### config.mk
export PLATFORM = sky130hd
export DESIGN_NAME = servant_uart_monitor
export DESIGN_NICKNAME = d
export VERILOG_FILES = /design/src/rtl/servant_uart_monitor.sv
export SDC_FILE = /design/constraint.sdc
export NUM_CORES = 1
export LEC_CHECK = 0
export CORE_ASPECT_RATIO = 2
export CORE_MARGIN = 2
export CORE_UTILIZATION = 40
export CTS_CLUSTER_SIZE = 28
export DETAILED_ROUTE_END_ITERATION = 7
export PLACE_DENSITY = 0.56
export SLEW_MARGIN = 25
export SYNTH_ARGS = -nofsm -noshare
export SYNTH_HDL_FRONTEND = slang
export SYNTH_SLANG_ARGS = --single-unit
### constraint.sdc
create_clock -name wb_clk -period 8.7 [get_ports wb_clk]
set_input_delay 1.74 -clock wb_clk [delete_from_list [all_inputs] [get_ports wb_clk]]
set_output_delay 1.74 -clock wb_clk [all_outputs]
set_load 0.02 [all_outputs]
### src/rtl/servant_uart_monitor.sv
// 8N1 UART receive decoder for the servant GPIO line: byte strobes, framing
// error strobes and a wrapping received-byte counter.
module servant_uart_monitor #(
  parameter int clks_per_bit = 556,
  parameter int cnt_width    = 16
) (
  input  logic                 wb_clk,
  input  logic                 wb_rst,
  input  logic                 q,
  output logic [7:0]           rx_data,
  output logic                 rx_vld,
  output logic                 rx_ferr,
  output logic                 rx_busy,
  output logic [cnt_width-1:0] rx_cnt
);

  localparam int tw = $clog2(clks_per_bit);
  localparam logic [tw-1:0] full_ld = tw'(clks_per_bit - 1);
  localparam logic [tw-1:0] half_ld = tw'(clks_per_bit / 2 - 1);

  localparam logic [2:0] S_IDLE  = 3'd0;
  localparam logic [2:0] S_START = 3'd1;
  localparam logic [2:0] S_DATA  = 3'd2;
  localparam logic [2:0] S_STOP  = 3'd3;
  localparam logic [2:0] S_BREAK = 3'd4;

  logic                 sync1_q, qs_q;
  logic [2:0]           state_q, state_d;
  logic [tw-1:0]        tmr_q, tmr_d;
  logic [2:0]           bit_q, bit_d;
  logic [7:0]           sh_q, sh_d;
  logic [7:0]           rx_data_q, rx_data_d;
  logic                 rx_vld_q, rx_vld_d;
  logic                 rx_ferr_q, rx_ferr_d;
  logic [cnt_width-1:0] rx_cnt_q, rx_cnt_d;

  always_comb begin
    state_d   = state_q;
    tmr_d     = (tmr_q != '0) ? tmr_q - tw'(1) : tmr_q;
    bit_d     = bit_q;
    sh_d      = sh_q;
    rx_data_d = rx_data_q;
    rx_vld_d  = 1'b0;
    rx_ferr_d = 1'b0;
    rx_cnt_d  = rx_cnt_q;
    case (state_q)
      S_IDLE: begin
        if (!qs_q) begin
          state_d = S_START;
          tmr_d   = half_ld;
        end
      end
      S_START: begin
        if (tmr_q == '0) begin
          if (!qs_q) begin
            state_d = S_DATA;
            bit_d   = 3'd0;
            tmr_d   = full_ld;
          end else begin
            // Start bit gone by mid-bit: a glitch, drop it silently.
            state_d = S_IDLE;
            tmr_d   = '0;
          end
        end
      end
      S_DATA: begin
        if (tmr_q == '0) begin
          sh_d  = {qs_q, sh_q[7:1]};
          tmr_d = full_ld;
          if (bit_q == 3'd7) state_d = S_STOP;
          else               bit_d   = bit_q + 3'd1;
        end
      end
      S_STOP: begin
        if (tmr_q == '0) begin
          tmr_d = '0;
          if (qs_q) begin
            state_d   = S_IDLE;
            rx_data_d = sh_q;
            rx_vld_d  = 1'b1;
            rx_cnt_d  = rx_cnt_q + cnt_width'(1);
          end else begin
            state_d   = S_BREAK;
            rx_ferr_d = 1'b1;
          end
        end
      end
      S_BREAK: begin
        // Wait out a held-low line so it cannot retrigger frames.
        if (qs_q) begin
          state_d = S_IDLE;
          tmr_d   = '0;
        end
      end
      default: begin
        state_d = S_IDLE;
        tmr_d   = '0;
      end
    endcase
  end

  always_ff @(posedge wb_clk or posedge wb_rst) begin
    if (wb_rst) begin
      sync1_q   <= 1'b1;
      qs_q      <= 1'b1;
      state_q   <= S_IDLE;
      tmr_q     <= '0;
      bit_q     <= 3'd0;
      sh_q      <= 8'h00;
      rx_data_q <= 8'h00;
      rx_vld_q  <= 1'b0;
      rx_ferr_q <= 1'b0;
      rx_cnt_q  <= '0;
    end else begin
      sync1_q   <= q;
      qs_q      <= sync1_q;
      state_q   <= state_d;
      tmr_q     <= tmr_d;
      bit_q     <= bit_d;
      sh_q      <= sh_d;
      rx_data_q <= rx_data_d;
      rx_vld_q  <= rx_vld_d;
      rx_ferr_q <= rx_ferr_d;
      rx_cnt_q  <= rx_cnt_d;
    end
  end

  assign rx_data = rx_data_q;
  assign rx_vld  = rx_vld_q;
  assign rx_ferr = rx_ferr_q;
  assign rx_busy = (state_q != S_IDLE);
  assign rx_cnt  = rx_cnt_q;

endmodule

==> results of run 1 <==
==> path summary, 6_finish.rpt <==
kind	startpoint	end	cells past startpoint
max in group asynchronous	wb_rst	tmr_q[4]	2
worst min register to register	sync1_q	qs_q	0
worst min-delay path	sync1_q	qs_q	0
worst max-delay path	state_q[2]	rx_busy	3
min in group asynchronous	wb_rst	rx_cnt[5]	2
worst max register to register	tmr_q[0]	tmr_q[0]	10
==> through the flow <==
stage / instances / total power, W / instance area, µm² / setup slack (ps)
finish: 346 / 0.000453 / 3060 / 4900
global route: 346 / 0.000472 / 3060 / 4800
CTS: 346 / 0.000463 / 3060 / 4910
detailed placement: 338 / 0.000256 / 2910 / 5240
global placement: 337 / 0.000256 / 2900 / 5270
floorplan: 232 / 0.000253 / 2570 / 5710
==> cell usage after synthesis, types with 2 or more instances <==
cell type  count  area [µm²]
dfrtp_1       50        1250
nand2_1       17        63.8
nor2_1        15        56.3
mux2_2        14         158
xnor2_1       14         123
a21oi_1       10        50.1
inv_1          9        33.8
nand3_1        9        45.0
ha_1           6        75.1
o21ai_0        6        30.0
clkbuf_1       5        18.8
nand4_1        5        31.3
nor3_1         5        25.0
o21ai_1        5        25.0
xor2_1         5        43.8
and3_1         4        25.0
mux2_1         4        45.0
or3_1          4        25.0
buf_6          3        33.8
or4_1          3        22.5
a21o_1         2        15.0
and2_1         2        12.5
dfstp_2        2        52.6
mux2i_1        2        20.0
nand2b_1       2        12.5
nor2b_1        2        12.5
nor3_2         2        20.0
nor4_1         2        12.5
o221ai_1       2        17.5
==> critical path, cell delays in order, from the launching register on <==
cell	delay [ps]
dfrtp_1	730
inv_1	300
nand2_1	130
clkdlybuf4s50_1	600
==> logic make-up (layout without fill, tap and decap cells) <==
family                   after synthesis  after routing  share of synthesized area
flip-flops                            52             52                      0.507
XOR/XNOR                              19             19                     0.0648
AND/OR/NAND/NOR                       80             80                      0.183
multiplexers                          20             20                     0.0867
buffers and inverters                 20             48                     0.0409
adder cells (fa/ha/maj)                7              7                     0.0331
AO/OA/AOI/OAI                         34             34                     0.0842
==> sequential cells by signal, indices dropped and copies added (netlist names) <==
name and flops:
rx_cnt 16, tmr_q 10, rx_data 8, sh_q 8
bit_q 3, state_q 3, qs_q 1, rx_ferr 1
rx_vld 1, sync1_q 1
==> cells in the final DEF, fill, tap and decap left out, types with 6 or more instances in the layout <==
master            n
mux2_2           14
xnor2_1          14
clkdlybuf4s50_1  29
nor2_1           15
ha_1              6
a21oi_1          10
o21ai_0           6
nand2_1          17
inv_1             8
dfrtp_1          50
nand3_1           9
==> cell type report <==
type	count	area, µm²
Fill cell	602	3190
Sequential cell	52	1300
Multi-Input combinational cell	160	1160
Timing Repair Buffer	30	298
Clock buffer	7	143
Tap cell	86	108
Inverter	10	42.5
Clock inverter	1	8.76
==> layer usage <==
metal / up-vias / global-route usage
li1: 872 / -
met1: 882 / 0.188
met2: 36 / 0.255
met3: 8 / 0.0331
met4: 0 / 0.0679
met5: - / 0
==> power groups by stage <==
| stage | clock [W] | sequential, W | combinational, W |
|---|---|---|---|
| 2_1_floorplan | 0 | 0.000247 | 0.00000534 |
| 3_3_place_gp | 0 | 0.000248 | 0.00000745 |
| 3_5_place_dp | 0 | 0.000248 | 0.00000764 |
| 4_1_cts | 0.000212 | 0.000243 | 0.00000765 |
| 5_1_grt | 0.000220 | 0.000243 | 0.00000847 |
| 6_report | 0.000202 | 0.000244 | 0.00000713 |
==> flow_metrics.tcl, run 1 <==
set metrics [dict create \
    met3RoutedLength_um 149 \
    grt_pass1_wl_mm 8.47 \
    ys_warn_count 0 \
    timing.setup.tns_ps 0 \
    cts.sinks 52 \
    clock_latency_ps 290 \
    slew_headroom 0.568 \
    grt_max_degree 53 \
    hold_class "flip-flop to flip-flop" \
    fp-row-count 41 \
    cp.arrival_ps 2060 \
    clkPwrFrac 0.446 \
    p_comb_frac 0.016 \
    ios 30 \
    cts_resized 0 \
    drv_slew 0 \
    path_class "flip-flop to output port" \
    cts_hold_buf 0 \
    synth_cell_types 50 \
    grt_overflow 0 \
    via_per_inst 5.20 \
    antenna_cells 0 \
    yosys_register_bits 52 \
    post_cts_buffers 0 \
    antenna_found_initial 0 \
    outcome "complete, no violations" \
    start_util 0.411 \
    gp_congestion 0.835 \
    htreeDepth 2 \
    cp-start-kind "flip-flop" \
    m1WireLength_mm 2.07 \
    crit_required_ps 6960 \
    fmax_mhz 263 \
    hold_viol_final 0 \
    drtPass1Iterations 4 \
    wl_per_cell_um 14.5 \
    switchingPower_w 0.0000934 \
    p_sw_frac 0.206 \
    die-width_um 60.7 \
    p_leak_nw 1.35 \
    die-area_um2 7120 \
    drive_above_1_share 0.135 \
    port_buffers 29 \
    power_frac_seq 0.538 \
    clock_skew_ps 7.06 \
    grt_pass1_vias 1735 \
    dp_hpwl_mm 3.52 \
    cap_violations 0 \
    avgSynthCellArea_um2 11.1 \
    intPower_w 0.000359 \
    fin_crit_sh 0.436 \
    fp.dieH_um 117 \
    root_buffer "clkbuf_16" \
    synth_enable_flop_cells 0 \
    post-route-drc-count 0 \
    synth_nets 241 \
    synthFlopType "dfrtp_1" \
    core_um2 6260 \
    nets 268 \
    drtIter0Drc 95 \
    clock_path_buffers 2 \
    ff2ff_setup_slack_ps 5610 \
    synthCells 232 \
    yosysSeqAreaShare 0.507 \
    holdWs_ps 355 \
    wl_mm 5.00 \
    dr_wl_met2_mm 2.66 \
    post-route-util 0.490 \
    highest_layer "met4" \
    rsz0062_at_grt "no" \
    critPathMaxFanout 18 \
    async_flop_share 1.00 \
    syn2layout_area_growth_pct 19.2 \
    worst_slew_pin_slew_ps 647 \
    ant_nets 0 \
    vias 1798 \
    setup_violations 0 \
    ir_drop_uv 138 \
    clk_pin_slew_ps 60 \
    p_per_area_nw_per_um2 148 \
    cp-end-kind "output port" \
    period_minus_slack_ps 3800 \
    netlist_area_um2 2570 \
    cts_buffers 5 \
    cts_tree "yes" \
    track_usage 0.155 \
]
Note: power is estimated with default switching activity, not from simulation.
==> run 2: changes to the inputs <==
--- a/config.mk
+++ b/config.mk
@@ -10,7 +10,7 @@
 export CORE_UTILIZATION = 40
 export CTS_CLUSTER_SIZE = 28
 export DETAILED_ROUTE_END_ITERATION = 7
-export PLACE_DENSITY = 0.56
+export PLACE_DENSITY = 0.59
 export SLEW_MARGIN = 25
 export SYNTH_ARGS = -nofsm -noshare
 export SYNTH_HDL_FRONTEND = slang
==> constraint.sdc (replaced) <==
create_clock -name wb_clk -period 3.4 [get_ports wb_clk]
set_input_delay 0.68 -clock wb_clk [delete_from_list [all_inputs] [get_ports wb_clk]]
set_output_delay 0.68 -clock wb_clk [all_outputs]
set_load 0.02 [all_outputs]
==> run 2 against run 1 <==
  * Sequential power rose to 2.6 times the previous value
  * Highest routed layer unchanged
  * Combinational power increased to 2.9 times the previous value
  * Critical path type is now flip-flop to flip-flop
  * Clock skew shrank 2.2 ps
  * Sequential share of layout area down 0.53 points
  * Die area unchanged
  * Critical endpoint is now tmr_q[0]
  * First-iteration DRC count shrank 45%
  * Non-clock buffer count rose by 4
==> flow_metrics.tcl, run 2 (synthesized netlist as in run 1, its figures left out) <==
set metrics [dict create \
    switchingPower_w 0.000234 \
    vias 1830 \
    slew_headroom 0.607 \
    htreeDepth 2 \
    via_per_inst 5.23 \
    cts_buffers 5 \
    wl_per_cell_um 14.8 \
    rsz0062_at_grt "no" \
    gp_congestion 0.824 \
    die-area_um2 7120 \
    final_cell_mix "dfrtp_1, clkdlybuf4s50_1, nand2_1" \
    start_util 0.411 \
    cts_resized 0 \
    fp.dieH_um 117 \
    hold_class "flip-flop to flip-flop" \
    cp-end-kind "flip-flop" \
    timing.setup.tns_ps 0 \
    clock_latency_ps 290 \
    clkPwrFrac 0.442 \
    crit_required_ps 3620 \
    ios 30 \
    slowest_delay_ps 620 \
    cts_tree "yes" \
    power_frac_seq 0.540 \
    antenna_cells 0 \
    p_sw_frac 0.203 \
    outcome "complete, no violations" \
    dp_hpwl_mm 3.85 \
    post-route-drc-count 0 \
    setup_violations 0 \
    wl_mm 5.19 \
    drv_slew 0 \
    core_um2 6260 \
    clock_path_buffers 2 \
    fp-row-count 41 \
    post_cts_buffers 0 \
    grt_pass1_vias 1810 \
    p_per_area_nw_per_um2 372 \
    p_leak_nw 1.37 \
    cp-start-kind "flip-flop" \
    syn2layout_area_growth_pct 20.7 \
    die-width_um 60.7 \
    nets 272 \
    fillCellCount 615 \
    grt_overflow 0 \
    antenna_found_initial 0 \
    track_usage 0.159 \
    crit_top_cell "ha_1" \
    critPathMaxFanout 17 \
    clk_pin_slew_ps 60 \
    hold_viol_final 0 \
    ir_drop_uv 293 \
    period_minus_slack_ps 3000 \
    grt_pass1_wl_mm 8.59 \
    drive_above_1_share 0.148 \
    largest_reg_flops 16 \
    drtIter0Drc 52 \
    finalInstanceArea_um2 3100 \
    ant_nets 0 \
    path_class "flip-flop to flip-flop" \
    placed_area_um2 2950 \
    port_buffers 29 \
    fmax_mhz 334 \
    intPower_w 0.000920 \
    critPathSlowestCell "or4b_1" \
    cp.arrival_ps 3210 \
    worst_slew_pin_slew_ps 581 \
    cts.sinks 52 \
    post-route-util 0.496 \
    root_buffer "clkbuf_16" \
    crit_family "simple AND/OR/NAND/NOR gates" \
    final_common_cell "dfrtp_1" \
    cap_violations 0 \
    clock_skew_ps 4.88 \
    crit_chain "inv_1, ha_1, or4b_1, nor3_4, inv_4, ha_1, maj3_1, nor2_1, a31oi_1, o21ai_1" \
    grt_max_degree 28 \
    critPathBufInv 2 \
    drtPass1Iterations 4 \
    p_comb_frac 0.018 \
    cts_hold_buf 0 \
    fin_crit_sh 0.882 \
]
-- run 2: changes by cell type in the layout (fill, tap and decap cells not counted) --
cell | before | now
buf_12 | 0 | 1
buf_4 | 1 | 4
clkinv_4 | 1 | 0
clkinvlp_4 | 0 | 1
inv_2 | 0 | 1
inv_4 | 2 | 1
-- run 2: area by class of cell --
type / instances / area [µm²] / share of cell area
inverter: 10 / 40.0 / 0.0129
tap: 86 / 108 / 0.0347
sequential: 52 / 1300 / 0.420
multi-input combinational: 160 / 1160 / 0.374
timing repair buffer: 34 / 340 / 0.110
clock inverter: 1 / 7.51 / 0.00242
clock buffer: 7 / 143 / 0.0460
-- run 2: final timing paths --
check                         start         end  slack (ps)  cells after the start
max in group asynchronous    wb_rst  rx_data[2]        2060                      3
min in group asynchronous    wb_rst    tmr_q[3]         790                      2
hold / removal              sync1_q        qs_q         360                      0
setup reg to reg           tmr_q[0]    tmr_q[0]         400                     10
setup / recovery           tmr_q[0]    tmr_q[0]         400                     10
hold reg to reg             sync1_q        qs_q         360                      0
-- run 2: power by group through the flow --
stage               registers (W)  clock network (W)   logic, W
floorplan                0.000633                  0  0.0000137
global placement         0.000635                  0  0.0000220
detailed placement       0.000635                  0  0.0000222
CTS                      0.000623           0.000531  0.0000222
global route             0.000623           0.000546  0.0000245
finish                   0.000623           0.000510  0.0000209
-- run 2: worst reg2reg max path, delay by kind of cell, from the launching register on --
family          cells  cell delay [ps]
simple gates        3             1160
fa+ha+maj           3              880
flops               1              420
buf+inv             2              290
compound gates      2              190
-- run 2: through the flow --
stage               power, W  setup WS, ps  hold slack, ps  cells
floorplan           0.000647           644             345    232
global placement    0.000657           524             348    342
detailed placement  0.000657           422             349    342
CTS                  0.00118           397             361    350
global route         0.00119           232             362    350
finish               0.00115           402             359    350
-- run 2: layer usage --
layer | vias to the layer above | share of wire | track usage
li1 | 871 | - | -
met1 | 912 | 0.38 | 0.167
met2 | 38 | 0.57 | 0.286
met3 | 9 | 0.027 | 0.0276
met4 | 0 | 0.026 | 0.0761
met5 | - | 0 | 0
